[src/rtl/bp_nbf_stream_loader.sv]
// NBF byte-stream loader: assembles 14-byte records into uncached 8-byte write commands with
// flow control on outstanding writes. Define BP_NBF_STREAM_CHECKSUM_EN to enable the XOR checksum.
module bp_nbf_stream_loader #(
  parameter int paddr_width_p     = 40,
  parameter int max_outstanding_p = 8
) (
  input  logic                     clk_i,
  input  logic                     reset_i,
  input  logic [7:0]               data_i,
  input  logic                     v_i,
  output logic                     ready_and_o,
  output logic [paddr_width_p-1:0] cmd_addr_o,
  output logic [63:0]              cmd_data_o,
  output logic                     cmd_v_o,
  input  logic                     cmd_yumi_i,
  input  logic                     resp_v_i,
  output logic                     resp_ready_and_o,
  output logic                     done_o,
  output logic                     error_o,
  output logic [63:0]              checksum_o
);

  localparam int cnt_w = $clog2(max_outstanding_p + 1);
  localparam logic [cnt_w-1:0] cnt_max = cnt_w'(max_outstanding_p);

  typedef enum logic [2:0] {RECV, SEND, FENCE, DONE, ERROR} state_e;

  state_e           state;
  logic [3:0]       idx;
  logic             full;
  logic             final_q;
  logic             err;
  logic [111:0]     rec;
  logic [cnt_w-1:0] cnt;
  logic [cnt_w-1:0] cnt_nxt;
  logic             issue;
  logic             underflow;
  logic             accept;

  assign ready_and_o      = (state == RECV) && !full;
  assign resp_ready_and_o = 1'b1;
  assign cmd_v_o          = (state == SEND) && (cnt < cnt_max);
  assign done_o           = (state == DONE);
  assign error_o          = err;
  assign issue            = cmd_v_o & cmd_yumi_i;
  assign accept           = v_i & ready_and_o;

  // A simultaneous issue and response cancel; a response with nothing outstanding is an underflow.
  always_comb begin
    cnt_nxt   = cnt;
    underflow = 1'b0;
    if (issue && !resp_v_i) begin
      cnt_nxt = cnt + cnt_w'(1);
    end else if (!issue && resp_v_i) begin
      if (cnt == '0) underflow = 1'b1;
      else           cnt_nxt   = cnt - cnt_w'(1);
    end
  end

  // Bytes shift in from the top, so byte k of a complete record sits at rec[8k+7:8k].
  always_ff @(posedge clk_i) begin
    if (accept) rec <= {data_i, rec[111:8]};
  end

  always_ff @(posedge clk_i) begin
    if (reset_i) begin
      state      <= RECV;
      idx        <= '0;
      full       <= 1'b0;
      final_q    <= 1'b0;
      cnt        <= '0;
      err        <= 1'b0;
      cmd_addr_o <= '0;
      cmd_data_o <= '0;
    end else begin
      cnt <= cnt_nxt;
      if (underflow) err <= 1'b1;
      case (state)
        RECV: begin
          if (full) begin
            full <= 1'b0;
            case (rec[7:0])
              8'h03: begin
                state      <= SEND;
                cmd_addr_o <= paddr_width_p'(rec[47:8]);
                cmd_data_o <= rec[111:48];
              end
              8'hFE: begin
                state   <= FENCE;
                final_q <= 1'b0;
              end
              8'hFF: begin
                state   <= FENCE;
                final_q <= 1'b1;
              end
              default: begin
                state <= ERROR;
                err   <= 1'b1;
              end
            endcase
          end else if (accept) begin
            if (idx == 4'd13) begin
              idx  <= '0;
              full <= 1'b1;
            end else begin
              idx <= idx + 4'd1;
            end
          end
        end
        SEND: begin
          if (issue) state <= RECV;
        end
        // Looking at the post-update count lets the fence release the cycle after the last response.
        FENCE: begin
          if (cnt_nxt == '0) state <= final_q ? DONE : RECV;
        end
        default: ;
      endcase
    end
  end

`ifdef BP_NBF_STREAM_CHECKSUM_EN
  logic [63:0] csum;

  always_ff @(posedge clk_i) begin
    if (reset_i)    csum <= '0;
    else if (issue) csum <= csum ^ cmd_data_o;
  end

  assign checksum_o = csum;
`else
  assign checksum_o = '0;
`endif

endmodule
[config.mk]
export PLATFORM = sky130hd
export DESIGN_NAME = bp_nbf_stream_loader
export DESIGN_NICKNAME = d
export VERILOG_FILES = /design/src/rtl/bp_nbf_stream_loader.sv
export SDC_FILE = /design/constraint.sdc
export NUM_CORES = 1
export LEC_CHECK = 0
export CELL_PAD_IN_SITES_DETAIL_PLACEMENT = 0
export CELL_PAD_IN_SITES_GLOBAL_PLACEMENT = 1
export CORE_MARGIN = 2
export CORE_UTILIZATION = 45
export CTS_CLUSTER_DIAMETER = 60
export DETAILED_ROUTE_END_ITERATION = 6
export DONT_BUFFER_PORTS = 1
export MAX_ROUTING_LAYER = met4
export PLACE_DENSITY_LB_ADDON = 0.1
export SLEW_MARGIN = 20
export SYNTH_ARGS = -nofsm -noshare
export SYNTH_HDL_FRONTEND = slang
export SYNTH_SLANG_ARGS = --single-unit
[constraint.sdc]
create_clock -name clk_i -period 4.6 [get_ports clk_i]
set_clock_uncertainty 0.05 [all_clocks]
set_input_delay 0.46 -clock clk_i [delete_from_list [all_inputs] [get_ports clk_i]]
set_output_delay 0.46 -clock clk_i [all_outputs]
set_load 0.01 [all_outputs]
Word level (Yosys, flattened, before mapping)
Index checks and enable logic that the tools add are counted.

storage, ports and cells
  input port bits = 13
  register bits = 230
  word-level logic and storage cells = 65

operators by class
  reduce and logical (&&, ||, !) cells = 18
  add/sub/neg operators = 3
  bitwise logic cells = 3
  equality and inequality tests = 10
  mux-type cells = 21
  $lt $le $gt $ge = 1

operators with widths
  operator                                           count
  == test 8 bit (second input constant)              2
  two-way mux 4 bit                                  4
  two-way mux 1 bit                                  10
  two-way mux 3 bit                                  3
  one-hot mux 3 bit (3 select lines)                 1
  AND reduction 3 bit                                3
  adder 4 x 1 -> 4 bit (second input constant)       2
  == test 8 x 2 -> 1 bit (second input constant)     1
  logical NOT 4 bit                                  2
  == test 3 x 2 -> 1 bit (second input constant)     2
  != test 2 bit (second input constant)              3
  one-hot mux 3 bit (2 select lines)                 1
  == test 4 bit (second input constant)              1
  logical AND 1 bit                                  4
  < comparator 4 bit (second input constant)         1
  AND reduction 4 bit                                1
  subtractor 4 x 1 -> 4 bit (second input constant)  1
  == test 3 x 1 -> 1 bit (second input constant)     1
  logical NOT 1 bit                                  3
  logical NOT 3 bit                                  1
  nonzero test 3 bit                                 1
  OR reduction 3 bit                                 1
  AND 1 bit                                          2
  two-way mux 2 bit                                  1
  4 further kinds                                    4

Depth between registers and ports, before layout
Gate-level depths: netlist (run 1).

  depth after elaboration = 11
  mapped depth = 8
  depth with buffers taken out = 7

Worst setup path after synthesis (run 1)
Ideal clock, no wire load.

  kind = reg2reg
  start = reg state[0]
  end = reg rec[0] (enable)
  slack = 0.235 ns
  arrival = 3.830 ns
  cell stages (with the launch flop) = 4
  library setup time = 0.485 ns
  required time = 4.065 ns
  clock period less this slack = 4.365 ns
  cells stage by stage = dfxtp_1 clkbuf_1 nor4_1 and2_1

on the way
  longest elaborated chain between the ends = 3

RTL lines
  what                      RTL line  text
  start: declaration        28        state_e state;
  start signal: assignment  115       if (cnt_nxt == '0) state <= final_q ? DONE : RECV;
  logical NOT 3 bit         40        assign ready_and_o = (state == RECV) && !full;
  logical AND 1 bit         40
  named net ready_and_o     11        output logic ready_and_o,
  AND 1 bit                 46        assign accept = v_i & ready_and_o;
  named net accept          38        logic accept;
  end signal: assignment    62        if (accept) rec <= {data_i, rec[111:8]};
  end: declaration          33        logic [111:0] rec;

The timed path passes the listed nets, and every way through them passes these cells.
A chain may end at the register's enable or synchronous reset.

Final worst setup path (run 1)
  start = reg state[2]
  end = reg rec[77] (enable)

Same word-level chain as after synthesis.

==> results of run 1 <==
-- metrics by stage --
step	utilization [%]	power [mW]
after CTS	51.14	4.657
after detailed placement	45.41	2.421
after global routing	51.27	4.754
final	51.27	4.599
after global placement	45.41	2.417
after floorplan	-	2.441
-- path summary, 6_finish.rpt --
path / cells past startpoint / start / slack (ns) / to
setup / recovery: 3 / state[2] / 1.53 / rec[77]
hold / removal: 1 / reset_i / 0.02 / error_o
setup reg to reg: 3 / state[2] / 1.53 / rec[77]
hold reg to reg: 0 / rec[54] / 0.40 / rec[46]
-- critical path: stages (launching register included) --
cell     delay (ns)
dfxtp_1        0.42
nor4_1         0.90
and2_4         0.91
buf_4          0.41
-- synth_stat cells (all sizes together) --
cell and number:
nand2 212, dfxtp 118, a21oi 114, edfxtp 112, buf 80, clkbuf 27, nor2 17, o21ai 9
inv 6, nor2b 4, mux2i 3, nand4 3, nor3 3, nor3b 3, or3b 3, xnor2 3
a211oi 2, a31oi 2, a41oi 2, and2 2, and3 2, conb 2, ha 2, nand2b 2
nand3 2, nor4 2, o22ai 2, a2111o 1, a2111oi 1, a41o 1, and4 1, nand3b 1
nand4b 1, o211a 1, o211ai 1, o31ai 1, or4 1, or4b 1
-- state kept, by name, indices dropped and copies added, names as in the netlist --
name / cells
cmd_data_o: 64
idx: 4
rec: 112
cnt: 4
state: 3
error_o: 1
full: 1
final_q: 1
cmd_addr_o: 40
-- repair_timing --
item,4_1_cts,5_1_grt
gates resized for setup,0,0
endpoints found under the setup margin,0,0
hold buffers,10,0
hold endpoints to repair,123,0
-- power breakdown --
part           total, mW  leakage (nW)  internal (mW)  switching (mW)
Clock               2.20         0.453           1.43           0.766
Sequential          2.27          2.05           2.22          0.0441
Combinational      0.136         0.686         0.0400          0.0962
-- routing by layer --
layer | track usage, % | wire, um
met4 | 4.678 | 307
met2 | 27.63 | 8248
met5 | - | 0
met1 | 20.28 | 6799
met3 | 4.308 | 1165
-- cell type report --
cell class                      count  share of cell area, %
Inverter                            6                 0.2429
Timing Repair Buffer               14                  1.768
Multi-Input combinational cell    470                  23.25
Tap cell                          229                  3.090
Clock inverter                     14                  2.618
Clock buffer                       30                  7.286
Sequential cell                   230                  61.75
-- cell families after synthesis --
kind of cell | synth area share (%)
AND/OR/NAND/NOR | 12.98
adder cells (fa/ha/maj) | 0.2995
flip-flops | 68.53
XOR/XNOR | 0.3146
multiplexers | 0.3595
buffers and inverters | 8.702
other | 0.08989
AO/OA/AOI/OAI | 8.717
==> summary.txt, run 1 <==
Run status
  • Outcome: complete, no violations

Drt
  • Via-to-Cell Ratio: 4.979
  • # DRC: 0
  • Post-DRT Antenna Nets: 0
  • Drt total wl: 16520 um
  • Initial detailed-routing violation count: 321
  • WL per Instance: 16.64 um
  • Pre-antenna DRT Iters: 4
  • DR vias: 4944

Global routing
  • Initial antenna violation count: 0
  • GR Util All Layers: 16.66%
  • Vias in the first global route: 4814
  • First-pass GRT wire length: 25700 um
  • Gr ovfl total: 0
  • Pin count of the biggest net entering global routing: 116

STA
  • Least-Margin Pin Slew: 1.013 ns
  • Slew Limit Fails: 0
  • Final setup viols: 0
  • Achievable Freq: 325.9 MHz
  • Hold slack: 0.01830 ns
  • Final Hold Viols: 0
  • Setup_tns: 0 ns
  • Tcrit/Tclk final: 66.70%
  • Slew HR: 31.84%
  • Post-layout minimum cycle time: 3.068 ns
  • RSZ-0062 raised after global routing: no
  • Final worst setup slack: 1.532 ns

Synth
  • Synth Register Bits: 230
  • Synth area leaders: edfxtp_1 (40%), dfxtp_1 (28%), nand2_1 (9.5%), a21oi_1 (6.8%), buf_4 (5.9%)
  • Synth cell types: 41
  • Post-synthesis area per instance: 11.14 um2
  • Ys Warns: 0
  • Cells after Synth: 750
  • Synth Cell Area: 8354 um2
  • Seq/Total Area, Yosys: 68.53%
  • Top-area cell type share of the netlist area: 40.26%
  • Post-synth top area cell: edfxtp_1

Worst hold path
  • Min-delay worst type: in2reg

Cells and area
  • Share of cells above drive strength 1: 6.675%
  • Area occupied by multi-input gates: 2156 um2
  • Synthesis-to-finish area growth: 10.99%
  • N_diodes: 0
  • Nets: 761
  • Final non-filler cell area: 9273 um2
  • Register area: 5725 um2
  • Most frequent cells in the layout: nand2_1 (212), dfxtp_1 (118), a21oi_1 (114), edfxtp_1 (112), conb_1 (65)
  • Commonest non-fill, non-tap cell in the layout: nand2_1
  • Fillcell total: 1622
  • Finished Layout Cells: 993

Clocking
  • H-tree levels: 1
  • Clock Latency Late Sink: 0.50 ns
  • Clock sink total: 230
  • Post-CTS Setup Inserts: 0
  • CTS buffer count: 24
  • Clock transition at the registers of the reported paths: 0.06 ns
  • CTS tree: yes
  • CTS Root Cell: clkbuf_16
  • Maximum root-to-sink buffer count: 3

Setup path
  • WP data arrival: 3.20 ns
  • CP Max Fanout: 76
  • CP Class: reg2reg
  • CP startpoint kind: flop
  • CP required: 4.74 ns
  • CP Capture Type: flop

Floorplanning
  • Die H: 140.3 um
  • IO Count: 186
  • Starting Density: 46.19%
  • Die ar.: 19670 um2
  • Core area: 18090 um2
  • Die X: 140.3 um
  • Placement row count: 49

Placement
  • Placed Instances: 938
  • DP HPWL: 10050 um
  • Pre-CTS setup slack: 1.483 ns
  • Final RePlAce weighted congestion: 0.7911
  • I/O Buffers: 0
  • DP Area: 8213 um2

Power
  • Power Density: 496.0 nW/um2
  • Leakage power: 3.186 nW
  • Maximum VDD drop: 0.0002720 V

Job
  • Maxcap violations: 0
(Power assumes the default switching activity.)
==> run 2, diff against run 1 <==
==> constraint.sdc (replaced) <==
create_clock -name clk_i -period 3.05 [get_ports clk_i]
set_clock_uncertainty 0.05 [all_clocks]
set_input_delay 0.305 -clock clk_i [delete_from_list [all_inputs] [get_ports clk_i]]
set_output_delay 0.305 -clock clk_i [all_outputs]
set_load 0.01 [all_outputs]
==> summary.txt, run 2 (synthesis gave the netlist of run 1 again) <==
Clocking
  • CTS Root Cell: clkbuf_16
  • Clock transition at the registers of the reported paths: 0.06 ns
  • Clock Latency Late Sink: 0.52 ns
  • Post-CTS Setup Inserts: 0
  • CTS tree: yes
  • Post-cts sizing count: 0
  • H-tree levels: 1
  • Clock sink total: 230
  • CTS buffer count: 25
  • Maximum root-to-sink buffer count: 3

Cells and area
  • Nets: 765
  • N_diodes: 0
  • Max reg flops: 112
  • Finished Layout Cells: 998
  • Most frequent cells in the layout: nand2_1 (212), dfxtp_1 (118), a21oi_1 (114), edfxtp_1 (112), conb_1 (65)
  • Fin util: 51.18%
  • Share of cells above drive strength 1: 6.892%
  • Largest regs: rec: 112 flops, cmd_data_o: 64 flops, cmd_addr_o: 40 flops
  • Synthesis-to-finish area growth: 10.80%
  • Reg with most FFs: rec
  • Commonest non-fill, non-tap cell in the layout: nand2_1
  • Final non-filler cell area: 9256 um2

Floorplanning
  • IO Count: 186
  • Die X: 140.3 um
  • Die H: 140.3 um
  • Starting Density: 46.19%
  • Placement row count: 49
  • Core area: 18090 um2
  • Die ar.: 19670 um2

Setup path
  • Worst flop-to-flop path startpoint: state[0]
  • WP data arrival: 2.81 ns
  • R2R setup slack: 0.65 ns
  • CP required: 3.45 ns
  • Worst R2R Path Depth: 5
  • CP Capture Type: flop
  • CP Max Fanout: 13
  • FF-to-FF End: cnt[3]
  • Crit path launch: state[0]
  • CP startpoint kind: flop
  • CP Class: reg2reg

Drt
  • WL per Instance: 16.68 um
  • Routed wl met2: 8461 um
  • Pre-antenna DRT Iters: 4
  • DR vias: 5000
  • Wl on met1: 6685 um
  • Initial detailed-routing violation count: 292
  • Met3 wire length: 1229 um
  • Highest routed layer: met4
  • Via-to-Cell Ratio: 5.010
  • Drt total wl: 16650 um
  • # DRC: 0
  • Post-DRT Antenna Nets: 0

STA
  • Hold slack: 0.02945 ns
  • Post-layout minimum cycle time: 2.402 ns
  • Slew HR: 63.54%
  • Least-Margin Pin Slew: 0.5457 ns
  • Tcrit/Tclk final: 78.75%
  • Final Hold Viols: 0
  • Slew Limit Fails: 0
  • Final setup viols: 0
  • Achievable Freq: 416.4 MHz
  • RSZ-0062 raised after global routing: no
  • Setup_tns: 0 ns

Worst hold path
  • Hold Path Depth: 3
  • Min-delay src: resp_v_i
  • Hold endpoint: cnt[0]
  • Min-delay worst type: in2reg

Placement
  • Placed Instances: 940
  • I/O Buffers: 0
  • DP HPWL: 10170 um
  • DP Area: 8278 um2
  • Final RePlAce weighted congestion: 0.7822

Global routing
  • Pin count of the biggest net entering global routing: 119
  • First-pass GRT wire length: 26510 um
  • Initial antenna violation count: 0
  • Gr ovfl total: 0
  • Vias in the first global route: 4904
  • GR Util All Layers: 17.19%

Run status
  • Outcome: complete, no violations

Power
  • Leakage power: 3.177 nW
  • Maximum VDD drop: 0.0005476 V
  • Power Density: 715.8 nW/um2

Job
  • Maxcap violations: 0
run 2: worst max path at each step:
| stage | end | cells past startpoint | slack, ns |
|---|---|---|---|
| 5_1_grt | cnt[3] | 5 | 0.50 |
| 3_5_place_dp | cmd_data_o[52] | 6 | 0.66 |
| 3_3_place_gp | cmd_addr_o[21] | 6 | 0.73 |
| 2_1_floorplan | rec[0] | 3 | 0.48 |
| 4_1_cts | cmd_data_o[52] | 6 | 0.64 |
| 6_report | cnt[3] | 5 | 0.65 |
run 2: repair_timing:
item	in CTS	in global routing
hold buffers	12	0
hold endpoints to repair	126	0
endpoints found under the setup margin	0	0
run 2: final cells by class:
| type | instances | area [um2] |
|---|---|---|
| Fill cell | 1648 | 8830 |
| Clock buffer | 39 | 758.2 |
| Inverter | 6 | 22.52 |
| Clock inverter | 7 | 82.58 |
| Timing Repair Buffer | 17 | 225.2 |
| Multi-Input combinational cell | 470 | 2156 |
| Tap cell | 229 | 286.5 |
| Sequential cell | 230 | 5725 |
run 2: per-layer routing:
metal  vias to the layer above  track usage, %
met5                         -               -
met4                         0           3.828
met3                        22           5.333
met2                       134           28.72
met1                      2425           20.60
li1                       2419               -
run 2: power by group:
part           internal, mW  switching (mW)
Combinational        0.0668           0.150
Sequential             3.35          0.0653
Clock                  1.81            1.19
Total                  5.22            1.40
run 2: stage by stage:
| stage | total power [mW] | worst slack, ns |
|---|---|---|
| after floorplan | 3.677 | 0.4757 |
| after global placement | 3.646 | 0.7344 |
| after detailed placement | 3.655 | 0.6635 |
| after CTS | 6.702 | 0.6433 |
| after global routing | 6.865 | 0.5043 |
| final | 6.626 | 0.6483 |
run 2: critical path: stages, from the launching register on:
cell and delay [ns]:
dfxtp_1 0.57, or3b_2 0.54, nor2_1 0.28, nand4_1 0.15
a31oi_1 0.18, dlygate4sd3_1 0.56
